**config.mk**
```make
export PLATFORM = sky130hd
export DESIGN_NAME = xbar_slot_arbiter
export DESIGN_NICKNAME = d
export VERILOG_FILES = /design/src/rtl/xbar_slot_arbiter.sv
export SDC_FILE = /design/constraint.sdc
export NUM_CORES = 1
export LEC_CHECK = 0
export CAP_MARGIN = 40
export CORE_UTILIZATION = 60
export CTS_CLUSTER_SIZE = 14
export DETAILED_ROUTE_END_ITERATION = 12
export GPL_ROUTABILITY_DRIVEN = 0
export PLACE_DENSITY = 0.83
export SLEW_MARGIN = 30
export SYNTH_ARGS = -nofsm -noshare
export SYNTH_HDL_FRONTEND = slang
export SYNTH_SLANG_ARGS = --single-unit
```
**constraint.sdc**
```tcl
create_clock -name clk -period 12.2 [get_ports clk]
set_input_delay 1.83 -clock clk [delete_from_list [all_inputs] [get_ports clk]]
set_output_delay 1.83 -clock clk [all_outputs]
set_load 0.005 [all_outputs]
```
**src/rtl/xbar_slot_arbiter.sv**
```systemverilog
// Per-slot crossbar scheduler: samples requests at slot_start, round-robin per output, one output per cycle.
// Latency: slot_start sampled at edge T, configuration and cfg_valid visible after edge T+N_PORTS+1.
// No backpressure; a slot_start while busy is dropped and flagged in the sticky overrun bit.
module xbar_slot_arbiter #(
  parameter int N_PORTS = 8,
  parameter int SEL_W   = 3
) (
  input  logic                       clk,
  input  logic                       rst,
  input  logic                       slot_start,
  input  logic [N_PORTS-1:0]         req_valid,
  input  logic [N_PORTS*SEL_W-1:0]   req_dest,
  input  logic                       clr_overrun,
  output logic [N_PORTS*SEL_W-1:0]   out_sel,
  output logic [N_PORTS-1:0]         out_en,
  output logic [N_PORTS-1:0]         in_grant,
  output logic                       cfg_valid,
  output logic                       busy,
  output logic                       overrun
);

  typedef enum logic [1:0] {IDLE, ARB, COMMIT} state_t;

  localparam logic [SEL_W-1:0] LAST_IDX = SEL_W'(N_PORTS - 1);

  state_t                    state_q;
  logic [SEL_W-1:0]          idx_q;
  logic [N_PORTS-1:0]        lat_vld_q;
  logic [SEL_W-1:0]          lat_dest_q [N_PORTS];
  logic [SEL_W-1:0]          ptr_q      [N_PORTS];
  logic [SEL_W-1:0]          sh_sel_q   [N_PORTS];
  logic [N_PORTS-1:0]        sh_en_q;
  logic [N_PORTS*SEL_W-1:0]  out_sel_q;
  logic [N_PORTS-1:0]        out_en_q;
  logic [N_PORTS-1:0]        in_grant_q;
  logic                      cfg_valid_q;
  logic                      overrun_q;

  logic                      win_found_d;
  logic [SEL_W-1:0]          win_sel_d;
  logic [N_PORTS-1:0]        grant_d;
  logic [N_PORTS*SEL_W-1:0]  sel_pack_d;

  // Round-robin scan for output idx_q: first latched requester for it at or after ptr, wrapping modulo N_PORTS.
  always_comb begin
    logic [SEL_W-1:0] cand;
    cand        = '0;
    win_found_d = 1'b0;
    win_sel_d   = '0;
    for (int j = 0; j < N_PORTS; j++) begin
      cand = ptr_q[idx_q] + SEL_W'(j);
      if (!win_found_d && lat_vld_q[cand] && (lat_dest_q[cand] == idx_q)) begin
        win_found_d = 1'b1;
        win_sel_d   = cand;
      end
    end
  end

  // Pack the shadow selects and derive per-input grants for the commit cycle.
  always_comb begin
    grant_d    = '0;
    sel_pack_d = '0;
    for (int k = 0; k < N_PORTS; k++) begin
      sel_pack_d[k*SEL_W +: SEL_W] = sh_sel_q[k];
      if (sh_en_q[k]) grant_d[sh_sel_q[k]] = 1'b1;
    end
  end

  // Slot FSM: latch requests, arbitrate one output per cycle, then commit the whole configuration at once.
  always_ff @(posedge clk) begin
    if (!rst) begin
      state_q     <= IDLE;
      idx_q       <= '0;
      lat_vld_q   <= '0;
      sh_en_q     <= '0;
      out_sel_q   <= '0;
      out_en_q    <= '0;
      in_grant_q  <= '0;
      cfg_valid_q <= 1'b0;
      overrun_q   <= 1'b0;
      for (int i = 0; i < N_PORTS; i++) begin
        lat_dest_q[i] <= '0;
        ptr_q[i]      <= '0;
        sh_sel_q[i]   <= '0;
      end
    end else begin
      cfg_valid_q <= 1'b0;
      // A dropped slot_start outranks a clear in the same cycle so the event is never lost.
      if (slot_start && (state_q != IDLE)) begin
        overrun_q <= 1'b1;
      end else if (clr_overrun) begin
        overrun_q <= 1'b0;
      end
      case (state_q)
        IDLE: begin
          if (slot_start) begin
            lat_vld_q <= req_valid;
            for (int i = 0; i < N_PORTS; i++) begin
              lat_dest_q[i] <= req_dest[i*SEL_W +: SEL_W];
            end
            idx_q   <= '0;
            state_q <= ARB;
          end
        end
        ARB: begin
          sh_sel_q[idx_q] <= win_sel_d;
          sh_en_q[idx_q]  <= win_found_d;
          if (idx_q == LAST_IDX) begin
            state_q <= COMMIT;
          end else begin
            idx_q <= idx_q + SEL_W'(1);
          end
        end
        COMMIT: begin
          out_sel_q   <= sel_pack_d;
          out_en_q    <= sh_en_q;
          in_grant_q  <= grant_d;
          cfg_valid_q <= 1'b1;
          // Winners move to the back of the line; idle outputs keep their position.
          for (int k = 0; k < N_PORTS; k++) begin
            if (sh_en_q[k]) ptr_q[k] <= sh_sel_q[k] + SEL_W'(1);
          end
          state_q <= IDLE;
        end
        default: state_q <= IDLE;
      endcase
    end
  end

  assign out_sel   = out_sel_q;
  assign out_en    = out_en_q;
  assign in_grant  = in_grant_q;
  assign cfg_valid = cfg_valid_q;
  assign busy      = (state_q != IDLE);
  assign overrun   = overrun_q;

endmodule
```
# --- Yosys cells after proc, flatten, opt, wreduce, memory -nomap -nowiden ---
# Memory sizes are Yosys's and may differ from the RTL's. A register that Yosys moved wholly into a read port is not among the register bits.
# Index checks and enable logic that the tools add are counted.
totals:
  reg_bits: 63
  latchBits: 0
  mem_bits_rw: 72
  romBits: 0
  inputBits: 36
  out_inout_bits: 43
  word_cells: 260
  mem_count: 3
op_classes:
  add_sub_neg: 16
  mul: 0
  div: 0
  n_lt_le_gt_ge: 26
  n_eq_ne: 14
  shifts: 0
  muxes: 129
  bitwise: 23
  reduce_logical: 40
mem_list:
  columns: ["memory", "depth", "word_bits", "rd", "rd_clocked_by_memory_dff", "write_ports", "line", "source"]
  rows:
  - ["lat_dest_q", 8, 3, 8, 0, 8, "29", "logic [SEL_W-1:0] lat_dest_q [N_PORTS];"]
  - ["ptr_q", 8, 3, 1, 1, 8, "30", "logic [SEL_W-1:0] ptr_q [N_PORTS];"]
  - ["sh_sel_q", 8, 3, 8, 0, 8, "31", "logic [SEL_W-1:0] sh_sel_q [N_PORTS];"]
op_table:
  columns: ["op", "count"]
  rows:
  - ["3-bit two-way mux", 30]
  - ["1-bit two-way mux", 69]
  - ["3-bit by 4-bit less-than comparator with 1-bit output (second input constant)", 17]
  - ["8-bit two-way mux", 8]
  - ["8-bit bitwise OR", 7]
  - ["3-bit by 1-bit adder with 3-bit output (second input constant)", 10]
  - ["1-bit demux with 3-bit select", 9]
  - ["3-bit by 1-bit greater-or-equal comparator with 1-bit output (second input constant)", 9]
  - ["1-bit logical AND", 25]
  - ["1-bit binary-select mux with 3-bit select", 8]
  - ["3-bit == test", 8]
  - ["1-bit bitwise OR", 16]
  - ["3-bit adder (second input constant)", 4]
  - ["8-bit bitwise mux", 1]
  - ["1-bit logical NOT", 7]
  - ["3-bit by 2-bit adder with 3-bit output (second input constant)", 2]
  - ["2-bit != test (second input constant)", 3]
  - ["3-bit case mux with 2 select lines", 1]
  - ["2-bit nonzero test", 3]
  - ["2-bit two-way mux", 2]
  - ["2-bit case mux with 2 select lines", 1]
  - ["2-bit AND reduction", 2]
  - ["3-bit == test (second input constant)", 1]
  - ["3-bit AND reduction", 1]
  - ["other kinds (4)", 4]

# --- Logic depth before layout (Yosys ltp) ---
logic_depth:
  ltp_word: 33
  depth_mapped: 21
  ltp_nobuf: 16

# --- Least setup slack after synthesis ---
# No wires, ideal clock.
synth_timing:
  kind: "flip-flop to flip-flop"
  startpoint: "reg with a tool-made name"
  endpoint: "mem sh_sel_q[0][2], data pin"
  setup_ns: 0.275
  arrival_ns: 4.819
  required_time_ns: 11.925
  setup_slack_ns: 7.106
  path_stages_with_launch: 18
  n_path_buf: 5
  synth_period_minus_slack_ns: 5.094
  path_cell_list: "dfxtp_1 -> buf_2 -> mux4_2 -> mux2i_4 -> buf_2 -> clkbuf_1 -> ha_1 -> clkbuf_1 -> inv_1 -> clkbuf_1 -> mux4_2 -> nand2b_1 -> mux4_2 -> a311oi_4 -> nand4bb_2 -> a21oi_1 -> a211oi_4 -> nor3_2"
synth_lines:
  columns: ["element", "line"]
  rows:
  - ["end, declared", "31"]

==> results.yml <==
sta:
  tns_ns: 0
  min_period_over_period_pct: 50.4
  finClkSkew_ns: 0.00867
  maxSlewHeadroom_pct: 47.2
  period_minus_slack_ns: 6.15
  slew_violations: 0
  worst_pin_slew_ns: 0.792
  hold_viol: 0
  max_freq_ghz: 0.162
  worst_slack_ns: 6.05
  rsz0062_at_grt: "no"
  setup_viol: 0
synthesis:
  synthesis.area_sq_mm: 0.00889
  netlist_instances: 931
  syn_nets: 979
  yosysTopAreaCell: "edfxtp_1"
  synth_flop_cell: "edfxtp_1"
  synth_top_area_share_pct: 24.3
  syn_avg_cell_area_sq_um: 9.55
  ys_types: 92
  yosys_warnings: 0
  synth_area_leaders: "edfxtp_1 (24%), dfxtp_1 (15%), nand2_1 (5.7%)"
  seq_area_frac_synth_pct: 39.2
  ys_ff_latch: 138
  synth-edff-count: 72
  synthArstFlopShare_pct: 0
global_route:
  grt_use_met2_pct: 48.0
  grt_start_max_net_pins: 81
  use_met3_pct: 9.25
  grt_pass1_wl_um: 38200
  antenna_found_initial: 0
  grt_pass1_vias: 7210
  met1_usage_pct: 46.2
  grt_usage_pct: 33.4
  grt_overflow: 0
  grt.busiest_layer: "met2"
clock_network:
  cts_resized: 0
  cts_buffers: 17
  htreeDepth: 4
  clockRootBuffer: "clkbuf_16"
  post_cts_buffers: 0
  hold_buffers: 0
  insertion_delay_ns: 0.42
  cts.sinks: 138
  clk_pin_slew_worst_paths_ns: 0.06
  clockBufferDepth: 2
  cts_tree: "yes"
worst_setup_path:
  slowest_delay_ns: 0.65
  end_kind: "flip-flop"
  crit_required_ns: 12.35
  path_class: "reg -> reg"
  crit_path_max_fanout: 28
  arrival_ns: 6.30
  cp-start-kind: "flip-flop"
  cp_slowest_cell: "o22a_1"
  path_cells: "mux2_4 > o22a_1 > nand2_8 > inv_8 > ha_1 > inv_1 > xnor2_2 > o311ai_0 > a22oi_1 > xnor2_1 > nand4_1 > nor4b_1 > a2111oi_4 > a211oi_4 > nor3_2"
finish:
  nNetsFinal: 1020
  seqCellArea_sq_mm: 0.00348
  final_cell_mix: "nand2_1 (135), clkdlybuf4s50_1 (77), edfxtp_1 (72), dfxtp_1 (66), nand3_1 (49)"
  layout-drive-gt1-share_pct: 10.4
  diodes: 0
  syn2layout_area_growth_pct: 15.4
  multi_input_area_sq_mm: 0.00502
  nFillCells: 1094
  final_common_cell: "nand2_1"
run_status:
  status: "finished, final reports clean"
detailed_routing:
  vias: 7867
  drt_iter0_markers: 1186
  first_pass_iters: 6
  wl_um: 24500
  wl_per_cell_um: 20.9
  viasPerCell: 6.73
  drc_errors: 0
  ant_nets: 0
power_and_ir_drop:
  p_per_area_mw_per_mm2: 123
  p_leak_nw: 3.66
  max-vdd-ir-drop_v: 0.000101
placed_design:
  port_buffers: 78
  dpl.hpwl_um: 16800
  preCtsSetupSlack_ns: 6.21
floorplanning:
  die_w_um: 124
  die_h_um: 124
  ios: 79
  initial_utilization_pct: 61.4
  coreArea_sq_mm: 0.0145
  rows: 44
  die_area_sq_mm: 0.0153
worst_hold_path:
  min_path_type: "reg -> reg"
run:
  drv_cap: 0
==> through the flow <==
step	std cells	hold slack, ns	util, %	cell area [sq um]	power, mW
2_1_floorplan	931	0.460	-	8890	0.708
3_3_place_gp	1132	0.454	66.6	9640	0.766
3_5_place_dp	1135	0.461	66.8	9680	0.771
4_1_cts	1167	0.470	70.7	10200	1.25
5_1_grt	1169	0.488	70.9	10300	1.30
6_report	1169	0.465	70.9	10300	1.26
==> routing by layer <==
layer,part of all wire [%],vias up
met5,0,-
met4,3.8,0
met3,13,114
met2,43,554
met1,40,3670
li1,-,3529
==> power breakdown <==
group          total, mW  switching, mW  internal (mW)
Combinational      0.232          0.134         0.0983
Clock              0.488          0.211          0.276
Sequential         0.539         0.0334          0.506
Total               1.26          0.379          0.880
==> cell families (layout without fill, tap and decap cells) <==
kind of cell	Yosys count	count (layout)	synth area share (%)
AND/OR/NAND/NOR	397	397	23.3
AO/OA/AOI/OAI	199	199	17.0
flip-flops	138	138	39.2
buffers and inverters	88	142	4.40
multiplexers	70	70	11.5
XOR/XNOR	27	27	2.95
adder cells (fa/ha/maj)	12	12	1.69
==> registers in the layout (all words and copies together) (netlist names), named ones only <==
register    count
lat_dest_q     24
out_sel        24
ptr_q          24
sh_sel_q       24
in_grant        8
lat_vld_q       8
out_en          8
sh_en_q         8
idx_q           3
state_q         2
cfg_valid       1
overrun         1
==> final timing paths <==
path                            start                            to  slack [ns]  cells after the start
max reg2reg                 flip-flop  sh_sel_q[2][2]$_SDFFCE_PN0P_        6.05                     15
min          out_sel[11]$_SDFFE_PN0P_      out_sel[11]$_SDFFE_PN0P_        0.46                      2
max                         flip-flop  sh_sel_q[2][2]$_SDFFCE_PN0P_        6.05                     15
min reg2reg  out_sel[11]$_SDFFE_PN0P_      out_sel[11]$_SDFFE_PN0P_        0.46                      2
==> synth_stat cells, types with 4 or more instances <==
library cell,number
nor3_2,8
nand4_1,12
o211ai_1,9
nor3_1,28
edfxtp_1,72
and2_1,40
buf_6,4
o22ai_1,10
buf_2,6
o32ai_1,4
nor2_1,42
dfxtp_1,66
a21oi_1,24
a21boi_0,35
nand2b_1,22
a22o_1,10
nor3b_1,12
nor4_1,7
nand2_1,135
o21ai_0,31
and3_1,15
a22oi_1,4
nor2b_1,12
nand3_1,49
inv_1,18
xor2_1,8
a31oi_1,9
o2bb2ai_1,5
clkbuf_1,48
mux2_2,6
buf_4,4
xnor2_1,17
buf_1,4
a211oi_1,6
ha_1,12
mux4_2,19
mux2i_1,37
==> final cells by class <==
type                            instances  area share, %
Timing Repair Buffer                   89           8.58
Sequential cell                       138           33.9
Clock inverter                         13           1.01
Multi-Input combinational cell        705           48.9
Inverter                               21          0.841
Tap cell                              184           2.24
Clock buffer                           19           4.43
==> critical path: cells and delay by family (launching register included) <==
family / cells / cell delay [ns]
flip-flops: 1 / 0.58
adder cells (fa/ha/maj): 1 / 0.39
AND/OR/NAND/NOR: 4 / 1.47
AO/OA/AOI/OAI: 5 / 1.92
XOR/XNOR: 2 / 0.79
multiplexers: 1 / 0.25
buffers and inverters: 2 / 0.43
Note: power is estimated with default switching activity, not from simulation.
